[config.mk]
export PLATFORM = sky130hd
export DESIGN_NAME = bike_sampler_uniform_multi
export DESIGN_NICKNAME = d
export VERILOG_FILES = /design/src/rtl/bike_sampler_pkg.sv /design/src/rtl/bike_sampler_word_ctr.sv /design/src/rtl/bike_sampler_uniform_multi.sv
export SDC_FILE = /design/constraint.sdc
export NUM_CORES = 1
export LEC_CHECK = 0
export ABC_AREA = 1
export CORE_MARGIN = 8
export CORE_UTILIZATION = 29
export DETAILED_ROUTE_END_ITERATION = 16
export PLACE_DENSITY = 0.85
export SKIP_CTS_REPAIR_TIMING = 1
export SLEW_MARGIN = 20
export SYNTH_ARGS = -nofsm -noshare
export SYNTH_HDL_FRONTEND = slang
export SYNTH_HIERARCHICAL = 1
export SYNTH_SLANG_ARGS = --single-unit
[constraint.sdc]
create_clock -name CLK -period 2.3 [get_ports CLK]
set_input_delay 0.23 -clock CLK [delete_from_list [all_inputs] [get_ports CLK]]
set_output_delay 0.23 -clock CLK [all_outputs]
set_load 0.01 [all_outputs]
[src/rtl/bike_sampler_pkg.sv]
// bike_sampler_pkg: shared state encoding and constant helpers for the uniform sampler.
package bike_sampler_pkg;

  localparam int MAX_W = 1024;

  typedef enum logic [1:0] {
    S_IDLE   = 2'd0,
    S_SAMPLE = 2'd1,
    S_DONE   = 2'd2
  } state_t;

  function automatic int ceil_div(input int a, input int b);
    return (a + b - 1) / b;
  endfunction

  // Keep-mask for the final word of a string; all-ones when the length is a word multiple.
  function automatic logic [MAX_W-1:0] last_mask(input int len, input int width);
    int rem;
    logic [MAX_W-1:0] ones;
    rem  = len % width;
    ones = '1;
    return ones >> (MAX_W - ((rem == 0) ? width : rem));
  endfunction

endpackage

[src/rtl/bike_sampler_word_ctr.sv]
// bike_sampler_word_ctr: word counter nested inside a channel counter, wrapping at WORDS / NUM_CHANNELS.
module bike_sampler_word_ctr #(
  parameter int WORDS        = 8,
  parameter int NUM_CHANNELS = 2,
  parameter int AW           = 3,
  parameter int SW           = 1
) (
  input  logic          clk,
  input  logic          rst_n,
  input  logic          inc,
  input  logic          clr,
  output logic [AW-1:0] word,
  output logic [SW-1:0] chan,
  output logic          last_word,
  output logic          last_all
);

  logic [AW-1:0] word_q, word_d;
  logic [SW-1:0] chan_q, chan_d;

  always_comb begin
    last_word = word_q == AW'(WORDS - 1);
    last_all  = last_word && (chan_q == SW'(NUM_CHANNELS - 1));
    word_d    = (clr || (inc && last_word)) ? '0 : inc ? word_q + AW'(1) : word_q;
    chan_d    = (clr || (inc && last_all)) ? '0 : (inc && last_word) ? chan_q + SW'(1) : chan_q;
  end

  always_ff @(posedge clk or negedge rst_n) begin
    if (!rst_n) begin
      word_q <= '0;
      chan_q <= '0;
    end else begin
      word_q <= word_d;
      chan_q <= chan_d;
    end
  end

  assign word = word_q;
  assign chan = chan_q;

endmodule

[src/rtl/bike_sampler_uniform_multi.sv]
// bike_sampler_uniform_multi: streams randomness words into NUM_CHANNELS BRAM buffers,
// masking the tail of each string's last word; ENABLE low aborts or ends a run.
module bike_sampler_uniform_multi
  import bike_sampler_pkg::*;
#(
  parameter int SAMPLE_LENGTH = 256,
  parameter int WORD_WIDTH    = 32,
  parameter int NUM_CHANNELS  = 2,
  localparam int WORDS = ceil_div(SAMPLE_LENGTH, WORD_WIDTH),
  localparam int AW    = (WORDS > 1) ? $clog2(WORDS) : 1,
  localparam int SW    = (NUM_CHANNELS > 1) ? $clog2(NUM_CHANNELS) : 1
) (
  input  logic                  CLK,
  input  logic                  RESETN,
  input  logic                  ENABLE,
  output logic                  DONE,
  input  logic                  RAND_VALID,
  output logic                  RAND_REQU,
  input  logic [WORD_WIDTH-1:0] NEW_RAND,
  output logic                  WREN,
  output logic [SW-1:0]         SEL,
  output logic [AW-1:0]         ADDR,
  output logic [WORD_WIDTH-1:0] DOUT
);

  localparam logic [WORD_WIDTH-1:0] KEEP = WORD_WIDTH'(last_mask(SAMPLE_LENGTH, WORD_WIDTH));

  state_t state_q, state_d;
  logic   done_q, done_d;
  logic   last_word, last_all, ctr_clr;

  // Counters clear whenever no run is in progress, including the abort cycle itself.
  assign ctr_clr = !ENABLE || (state_q != S_SAMPLE);

  bike_sampler_word_ctr #(
    .WORDS       (WORDS),
    .NUM_CHANNELS(NUM_CHANNELS),
    .AW          (AW),
    .SW          (SW)
  ) u_ctr (
    .clk      (CLK),
    .rst_n    (RESETN),
    .inc      (WREN),
    .clr      (ctr_clr),
    .word     (ADDR),
    .chan     (SEL),
    .last_word(last_word),
    .last_all (last_all)
  );

  always_ff @(posedge CLK or negedge RESETN) begin
    if (!RESETN) begin
      state_q <= S_IDLE;
      done_q  <= 1'b0;
    end else begin
      state_q <= state_d;
      done_q  <= done_d;
    end
  end

  always_comb begin
    state_d = state_q;
    case (state_q)
      S_IDLE:   state_d = ENABLE ? S_SAMPLE : S_IDLE;
      S_SAMPLE: state_d = !ENABLE ? S_IDLE : (WREN && last_all) ? S_DONE : S_SAMPLE;
      S_DONE:   state_d = ENABLE ? S_DONE : S_IDLE;
      default:  state_d = S_IDLE;
    endcase
    done_d = state_d == S_DONE;
  end

  always_comb begin
    RAND_REQU = state_q == S_SAMPLE;
    WREN      = RAND_VALID && RAND_REQU;
    DOUT      = WREN ? (NEW_RAND & (last_word ? KEEP : '1)) : '0;
    DONE      = done_q;
  end

endmodule

== Word level (Yosys, flattened, before mapping) ==
Index checks and enable logic that the tools add are counted.
Widths: inputs -> output; s select.

* Equal/unequal tests: 5
* Mux-type cells: 10
* Add/subtract/negate cells: 2
* Reduce and logical (&&, ||, !) cells: 11

{| class="wikitable"
|+ Operator list
! operator !! count
|-
| $mux 32 || 1
|-
| $mux 2 || 3
|-
| $mux 3 || 2
|-
| $pmux 2 s3 || 1
|-
| $eq 2x2->1 const B || 2
|-
| $logic_and 1x1->1 || 4
|-
| $reduce_bool 2->1 || 2
|-
| $add 3x1->3 const B || 1
|-
| $eq 3x3->1 const B || 1
|-
| $logic_or 1x1->1 || 3
|-
| $mux 1 || 3
|-
| $eq 2x1->1 const B || 1
|-
| $logic_not 2->1 || 1
|-
| $ne 2x1->1 const B || 1
|-
| $add 1x1->1 const B || 1
|-
| $logic_not 1->1 || 1
|}

* Flip-flop bits (word level): 7
* Bits of input ports: 36
* Logic and storage cells: 32
* Output and inout port bits: 39

== Longest topological paths before layout ==
Gate-level depths: netlist (run 1).

* Depth after elaboration: 7
* Mapped depth: 9
* Mapped depth without buffers: 8

== Cells and area by module ==
Netlist (run 1), hierarchy kept.

{| class="wikitable"
|+ By module, submodules not included
! module !! times used !! cells each !! seq. area each (µm²) !! area an instance (µm²)
|-
| bike_sampler_uniform_multi || 1 || 84 || 75.1 || 426.7
|-
| bike_sampler_word_ctr || 1 || 31 || 100.1 || 229.0
|}

== Least setup slack after synthesis (run 1) ==
No wires, ideal clock.

* Kind: register to register
* Start point: register state_q[1]
* End point: register u_ctr.word_q[1] (netlist: u_ctr/word[1])
* Arrival: 1230 ps
* Setup slack: 952 ps
* Path buffers: 1
* Stages on the path, launching flop included: 8
* Setup time: 118 ps
* Data required time: 2182 ps
* Period minus slack after synthesis: 1348 ps
* Path through: dfrtp_1 -> nor2_4 -> nand2_4 -> buf_6 -> inv_1 -> nand2_2 -> nand3_1 -> nand2_1

* Word-level cells in the longest chain between the ends: 5
* Elaborated cells between the ends (all ways): 8

{| class="wikitable"
|+ RTL lines
! what !! line !! source
|-
| start: declaration || bike_sampler_uniform_multi.sv:28 || <nowiki>state_t state_q, state_d;</nowiki>
|-
| start signal: assignment || bike_sampler_uniform_multi.sv:56 || <nowiki>state_q <= state_d;</nowiki>
|-
| $eq 2x1->1 * || bike_sampler_uniform_multi.sv:73 || <nowiki>RAND_REQU = state_q == S_SAMPLE;</nowiki>
|-
| net RAND_REQU || bike_sampler_uniform_multi.sv:18 || <nowiki>output logic RAND_REQU,</nowiki>
|-
| $logic_and 1x1->1 * || bike_sampler_uniform_multi.sv:74 || <nowiki>WREN = RAND_VALID && RAND_REQU;</nowiki>
|-
| net WREN || bike_sampler_uniform_multi.sv:20 || <nowiki>output logic WREN,</nowiki>
|-
| $logic_and 1x1->1 || bike_sampler_word_ctr.sv:24 || <nowiki>word_d = (clr || (inc && last_word)) ? '0 : inc ? word_q + AW'(1) : word_q;</nowiki>
|-
| $logic_or 1x1->1 || bike_sampler_word_ctr.sv:24 ||
|-
| $mux 3 / $reduce_bool 2->1 (equally long branches) || - ||
|-
| end signal: assignment || bike_sampler_word_ctr.sv:33 || <nowiki>word_q <= word_d;</nowiki>
|-
| end: declaration || bike_sampler_word_ctr.sv:18 || <nowiki>logic [AW-1:0] word_q, word_d;</nowiki>
|}

The timed path passes the listed nets; every way through them passes the cells marked *.
A chain may end at the register's enable or synchronous reset.

== Worst setup path in the final report (run 1) ==
* Start point: register state_q[1]
* End point: output WREN

* Word-level cells in the longest chain between the ends: 2

{| class="wikitable"
|+ RTL lines
! what !! line
|-
| $eq 2x1->1 || bike_sampler_uniform_multi.sv:73
|-
| $logic_and 1x1->1 || bike_sampler_uniform_multi.sv:74
|-
| end: declaration || bike_sampler_uniform_multi.sv:20
|}

No other way between the ends.

==> impl.org, run 1 <==
** Status
- The run finished with clean final reports.

** Global route
- Global-route congestion overflow total :: 0
- Entering global routing, the biggest net connects 34 pins.
- The via count of the first global-routing pass was 884.
- Number of antenna violations at the first check in global routing :: 0
- Global routing consumed, over all layers together, 13.7% of the routing resources.
- Global-route wire length before repair :: 4.51 mm

** Clocking
- CTS Buf Count :: 3
- Clk sink count :: 7
- CTS tree :: built
- Clock slew at the register clock pins of the worst setup and hold paths :: 50 ps
- Buffers from clock root to sink, at most :: 2
- CTS built an H-tree with a depth of 1.
- Worst skew pair latency :: 250 ps
- The cell sitting at the root of the clock tree is a sky130_fd_sc_hd__clkbuf_4.

** Setup path
- Across all register-to-register paths, the minimum setup slack is 830 ps.
- For the worst setup path, the data required time is 2070 ps.
- Top fanout value on the critical path :: 33
- Crit-path max cell delay :: 580 ps
- Crit Path Category :: register to primary output
- The critical path goes through nor2_4 > nand2_4 > inv_1 > clkdlybuf4s50_1.
- Worst reg2reg path endpoint :: u_ctr/word[2]
- STA classifies the critical path endpoint as a primary output.
- Master of the slowest instance on the critical path :: sky130_fd_sc_hd__clkdlybuf4s50_1
- In this run the worst setup path begins at state_q[1].
- The kind of cell with the highest combined delay along the critical path is buffers and inverters.
- Critical path data arrival time :: 1890 ps
- STA classifies the critical path startpoint as a register.
- The critical path ends at WREN.
- The critical path crosses 4 cells after its start point.
- Counting cells, the worst reg-to-reg path comes to 6.
- Counting both buffers and inverters, the worst setup path holds a total of 2.
- The startpoint identified for the worst register-to-register timing path is state_q[1].

** Pwr
- The share of total power dissipated in the clock network is 26.6%.
- Peak supply drop :: 0.000311 V
- Combinational cells account for 42.2% of the total power.
- Sequential share of power :: 31.2%
- Total power :: 414 uW
- Internal power contribution :: 299 uW
- The analysis attributes to net switching a power of 115 uW.
- The analysis attributes to cell leakage a power of 0.000784 uW.
- In this run switching power makes up 27.7% of total power.
- Power density relative to cell area :: 290 mW/mm^2

** Yosys
- Sequential area share after synthesis :: 26.7%
- Fraction of post-synthesis cell area in the top cell type by area :: 26.7%
- Summed over all instances, the cell type with the most area after synthesis is sky130_fd_sc_hd__dfrtp_1.
- Synthesis inferred 7 register bits.
- After technology mapping, the gate count stands at 115.
- Each instance of the synthesized netlist takes up on average 5.70 sq um.
- Dominant cells by area after synthesis :: sky130_fd_sc_hd__dfrtp_1 27%, sky130_fd_sc_hd__inv_1 24%, sky130_fd_sc_hd__nor2_1 19%
- Counting distinct cell types in the post-synthesis netlist gives 13.
- Counting every net in the synthesized netlist gives 153.
- For this run, the number of Yosys warnings is 6.
- Post-synthesis instance area :: 656 sq um

** Placement
- Routability-driven placement finished with a final weighted congestion of 0.848.
- Half-perimeter wire length after detailed placement :: 2.55 mm
- # placed instances :: 214
- Count of input and output buffers :: 74

** Route
- In the routed layout, each cell is associated on average with a via count of 4.12.
- Across all layers, the routed design uses 898 vias.
- For this block, the initial DRC count from the detailed router was 47.
- DRC violation count after routing :: 0
- Pre-antenna DRT Iters :: 4
- The final layout contains routed wiring with a total length of 2.92 mm.
- Once detail routing completed, the nets flagged for antenna violations numbered 0.
- In the final routed layout, each cell accounts on average for 13.4 um.

** Die
- The die is 63.5 um wide.
- The region available for standard cell placement spans 0.00217 sq mm.
- From bottom edge to top edge, the die measures 63.5 um.
- Initial core utilization :: 30.2%
- Ports placed on the boundary :: 75
- Area enclosed by the die boundary :: 0.00404 sq mm
- After floorplanning, the core was divided into 17 placement rows.

** STA
- For the pin with the worst max-slew slack, the measured transition is 335 ps.
- On the final layout, the worst clock skew is 6.87 ps.
- Pins over their slew limit :: 0
- Minimum clock period after layout :: 2120 ps
- In the final timing run, aggregate negative setup slack is 0 ps.
- Final setup fails :: 0
- Final hold violation count :: 0
- Slew Limit Headroom :: 77.6%
- Period utilisation layout :: 92.3%
- For this run, the top clock speed supported by timing is 471 MHz.
- Unrepaired setup endpoints after global routing :: no

** Cells and area
- 0 antenna diodes ended up in the layout.
- Leaving out fill and tap cells, the most frequent cell in the layout is sky130_fd_sc_hd__clkdlybuf4s50_1.
- Highest-count cells in the layout ignoring fill and taps :: 74 x sky130_fd_sc_hd__clkdlybuf4s50_1, 42 x sky130_fd_sc_hd__inv_1, 33 x sky130_fd_sc_hd__nor2_1
- Layout cells sized above 1 :: 4.74%
- Count of nets after finishing :: 229
- From synthesis to final layout, the design area changed by 117%.
- Finished Layout Cells :: 218

** Hold path
- Tightest Hold Check Type :: input pin to async pin

** Run
- Max capacitance violation total :: 0
-- power groups by stage --
stage / logic, uW / registers, uW / clock network, uW
after floorplan: 58.4 / 131 / 0
after global placement: 170 / 131 / 0
after detailed placement: 175 / 131 / 0
after CTS: 176 / 129 / 118
after global routing: 189 / 129 / 125
final: 174 / 129 / 110
-- through the flow --
step / worst slack (ps) / util (%) / cell area, sq um / hold slack [ps]
after detailed placement: 237 / 64.4 / 1400 / 503
after floorplan: 952 / - / 656 / -65.6
after global routing: 40.0 / 65.6 / 1420 / 233
after CTS: 152 / 65.6 / 1420 / 219
after global placement: 288 / 64.4 / 1400 / 500
final: 178 / 65.6 / 1420 / 225
-- kinds of logic after synthesis --
| logic type | count (synthesis) | synth area share (%) |
|---|---|---|
| flip-flops | 7 | 26.7 |
| AND/OR/NAND/NOR | 60 | 39.5 |
| buffers and inverters | 45 | 29.2 |
| AO/OA/AOI/OAI | 1 | 0.763 |
| adder cells (fa/ha/maj) | 2 | 3.82 |
-- final cells by class --
type | instances | area [sq um]
Inverter | 42 | 158
Fill cell | 183 | 746
Clock buffer | 4 | 26.3
Tap cell | 28 | 35.0
Timing Repair Buffer | 74 | 741
Sequential cell | 7 | 175
Multi-Input combinational cell | 63 | 289
-- how the worst min path moves through the flow --
stage | to | startpoint | slack [ps]
floorplan | DONE | RESETN | -70
global placement | u_ctr/word[1] | RESETN | 500
detailed placement | u_ctr/word[2] | RESETN | 500
CTS | DONE | RESETN | 220
global route | DONE | RESETN | 230
finish | DONE | RESETN | 230
-- synth_stat cells (all sizes together) --
cell    n
a21oi   1
dfrtp   7
buf     3
inv    42
nand3   5
nor2   36
nand4   1
ha      2
nand2  18
-- worst reg2reg max path, cell delays in order, from the launching register on --
cell and delay, ps:
sky130_fd_sc_hd__dfrtp_1 420, sky130_fd_sc_hd__nor2_4 170, sky130_fd_sc_hd__nand2_4 210, sky130_fd_sc_hd__inv_1 250
sky130_fd_sc_hd__nand2_2 120, sky130_fd_sc_hd__nand3_1 110, sky130_fd_sc_hd__nand2_1 60
-- registers in the layout, summed over array words and instances (netlist names) --
name	flops
u_ctr/word	3
state_q	2
DONE	1
u_ctr/chan	1
-- per-layer routing --
metal	part of all wire (%)	up-vias	GRT usage, %
met1	41	390	13.7
met2	51	45	25.6
li1	-	461	-
met5	0	-	0
met3	7.0	2	4.95
met4	0.96	0	4.46
Power figures use the tool's default switching activity.
==> run 2, diff against run 1 <==
--- a/config.mk
+++ b/config.mk
@@ -6,11 +6,11 @@
 export NUM_CORES = 1
 export LEC_CHECK = 0
 export ABC_AREA = 1
-export CORE_MARGIN = 8
 export CORE_UTILIZATION = 29
 export DETAILED_ROUTE_END_ITERATION = 16
 export PLACE_DENSITY = 0.85
 export SKIP_CTS_REPAIR_TIMING = 1
+export SKIP_LAST_GASP = 1
 export SLEW_MARGIN = 20
 export SYNTH_ARGS = -nofsm -noshare
 export SYNTH_HDL_FRONTEND = slang
==> impl.org, run 2 (synthesis gave the netlist of run 1 again) <==
** Cells and area
- Count of nets after finishing :: 229 (unchanged)
- Highest-count cells in the layout ignoring fill and taps :: 74 x sky130_fd_sc_hd__clkdlybuf4s50_1, 42 x sky130_fd_sc_hd__inv_1, 33 x sky130_fd_sc_hd__nor2_1
- The synthesis-to-layout area growth came to 117% (about the same).
- The fraction of final layout cells sized beyond drive strength 1 came to 4.74% (unchanged).
- The filler cell count in the final layout is 170 (-7.1%).
- The number of flip-flops in the largest register was 3 (unchanged).
- Count of antenna diodes in the layout :: 0 (unchanged)
- Most common cell after layout, fill and taps aside :: sky130_fd_sc_hd__clkdlybuf4s50_1
- The total non-filler cell area in the finished layout came to 0.00142 sq mm (about the same).

** Die
- The die span in y came to 49.5 um (-22%).
- Area enclosed by the die boundary :: 0.00245 sq mm (-39%)
- Initial core utilization :: 32.1% (+1.9 points)
- Ports placed on the boundary :: 75 (unchanged)
- Horizontal extent of the die :: 49.5 um (-22%)
- Core region area :: 0.00204 sq mm (-5.9%)
- Floorplan row count :: 16 (-1)

** STA
- The timing-limited maximum frequency is 478 MHz (+1.3%).
- Final setup fails :: 0 (unchanged)
- Unrepaired setup endpoints after global routing :: no
- Period utilisation layout :: 91.1% (-1.2 points)
- The worst relative slew slack is 77.6% (about the same).
- The final max-slew violation count was 0 (unchanged).
- Maximum clock skew at final layout :: 2.01 ps (-4.86 ps)
- The pin slew with the least headroom to its limit was 335 ps (-0.0708 ps).
- Final hold violation count :: 0 (unchanged)
- The time the final worst path needs with I/O delays and setup is 2090 ps (-28.2 ps).
- Total negative slack for setup checks :: 0 ps (unchanged)

** Clocking
- CTS tree :: built
- Buffers from clock root to sink, at most :: 2 (unchanged)
- The clock sink total is 7 (unchanged).
- The CTS H-tree depth came to 1 (unchanged).
- The clock-pin slew of the registers on the worst-case setup and hold paths is 50 ps (about the same).
- Worst skew pair latency :: 250 ps (about the same)
- The tree is rooted in a sky130_fd_sc_hd__clkbuf_4.
- CTS Buf Count :: 3 (unchanged)

** Setup path
- STA classifies the critical path startpoint as a register.
- Top fanout value on the critical path :: 33 (unchanged)
- Crit-path max cell delay :: 570 ps (about the same)
- Master of the slowest instance on the critical path :: sky130_fd_sc_hd__clkdlybuf4s50_1
- Traced cell by cell, the critical path runs through nor2_4 > nand2_4 > inv_1 > clkdlybuf4s50_1.
- Worst-case register-to-register setup slack :: 880 ps (+50 ps)
- Startpoint of the worst setup timing path :: state_q[1]
- Source of the worst register-to-register timing path :: state_q[0]
- Critical Path Sink Type :: primary output
- Critical path data arrival time :: 1860 ps (-30 ps)
- The required time of the worst setup path was 2070 ps (about the same).
- The setup path with the least slack is of type register to primary output.

** Route
- The number of DRC markers after the initial detailed-route iteration came to 17 (-64%).
- Total Routed Length :: 2.15 mm (-26%)
- The first-pass iteration count of the detailed router is 4 (unchanged).
- The wire length per cell after detailed routing came to 9.91 um (-26%).
- Total vias in the final route :: 892 (-0.67%)
- DR vias/cell :: 4.11 (-0.21%)
- The number of remaining DRC errors came to 0 (unchanged).
- The number of nets with antenna violations after detailed routing came to 0 (unchanged).

** Global route
- The total overflow reported by the global router was 0 (unchanged).
- The wire length of the first global-routing pass was 3.33 mm (-26%).
- The number of antenna violations at the first check in global routing is 0 (unchanged).
- The overall global routing resource usage is 17.5% (+3.8 points).
- Number of global-route vias before repair :: 783 (-11%)
- The maximum number of pins on one net before global-route repair came to 34 (unchanged).

** Pwr
- The power density over cell area is 289 mW/mm^2 (-0.59%).
- The worst-case vdd ir drop came to 0.000309 V (-0.50%).
- P_leak :: 0.000784 uW (unchanged)

** Placement
- The final RePlAce weighted congestion was 0.866 (+2.2%).
- The cell area after placement is 0.00140 sq mm (about the same).
- The half-perimeter wire length of the detailed placement result came to 1.82 mm (-29%).
- Count of input and output buffers :: 74 (unchanged)

** Run
- Max capacitance violation total :: 0 (unchanged)

** Status
- The run finished with clean final reports.

** Hold path
- Tightest Hold Check Type :: input pin to async pin
[run 2: cell counts in the layout (fill, tap and decap cells not counted)]
No cell type changed its count.
[run 2: path summary, 6_finish.rpt]
kind | cells after the start | end
min in group CLK | 2 | u_ctr/word[1]
max in group asynchronous | 1 | state_q[0]
setup / recovery | 4 | WREN
setup reg to reg | 8 | u_ctr/chan
hold reg to reg | 2 | u_ctr/word[1]
hold / removal | 1 | u_ctr/word[2]
[run 2: stage by stage]
stage	instances	hold slack (ps)	power [uW]	worst slack (ps)	util (%)
CTS	217	243	420	190	69.7
global route	217	251	441	82.8	69.7
detailed placement	213	504	303	252	68.4
global placement	213	502	299	287	68.4
finish	217	245	411	206	69.7
floorplan	115	-65.6	190	952	-
[run 2: where the power goes]
group / switching (uW) / internal [uW]
sequential: 2.79 / 126
clock: 44.5 / 66.1
combinational: 64.6 / 107
total: 112 / 299
[run 2: layer usage]
layer / track usage, % / wire [um]
met1: 17.0 / 878
met2: 34.0 / 1040
met3: 5.56 / 200
met4: 6.19 / 28
met5: 0 / 0
[run 2: layout make-up]
cell class	count	area, sq um	share of cell area (%)
well taps	27	33.8	2.37
clock buffers	4	26.3	1.85
flip-flops and latches	7	175	12.3
inverters	42	158	11.1
multi-input cells	63	289	20.3
repair buffers	74	741	52.1
[run 2: worst max-delay path, delay by kind of cell (launching register included)]
kind                   cells  cell delay [ps]
buffers and inverters      2              810
and+or+nand+nor            2              380
DFF                        1              410
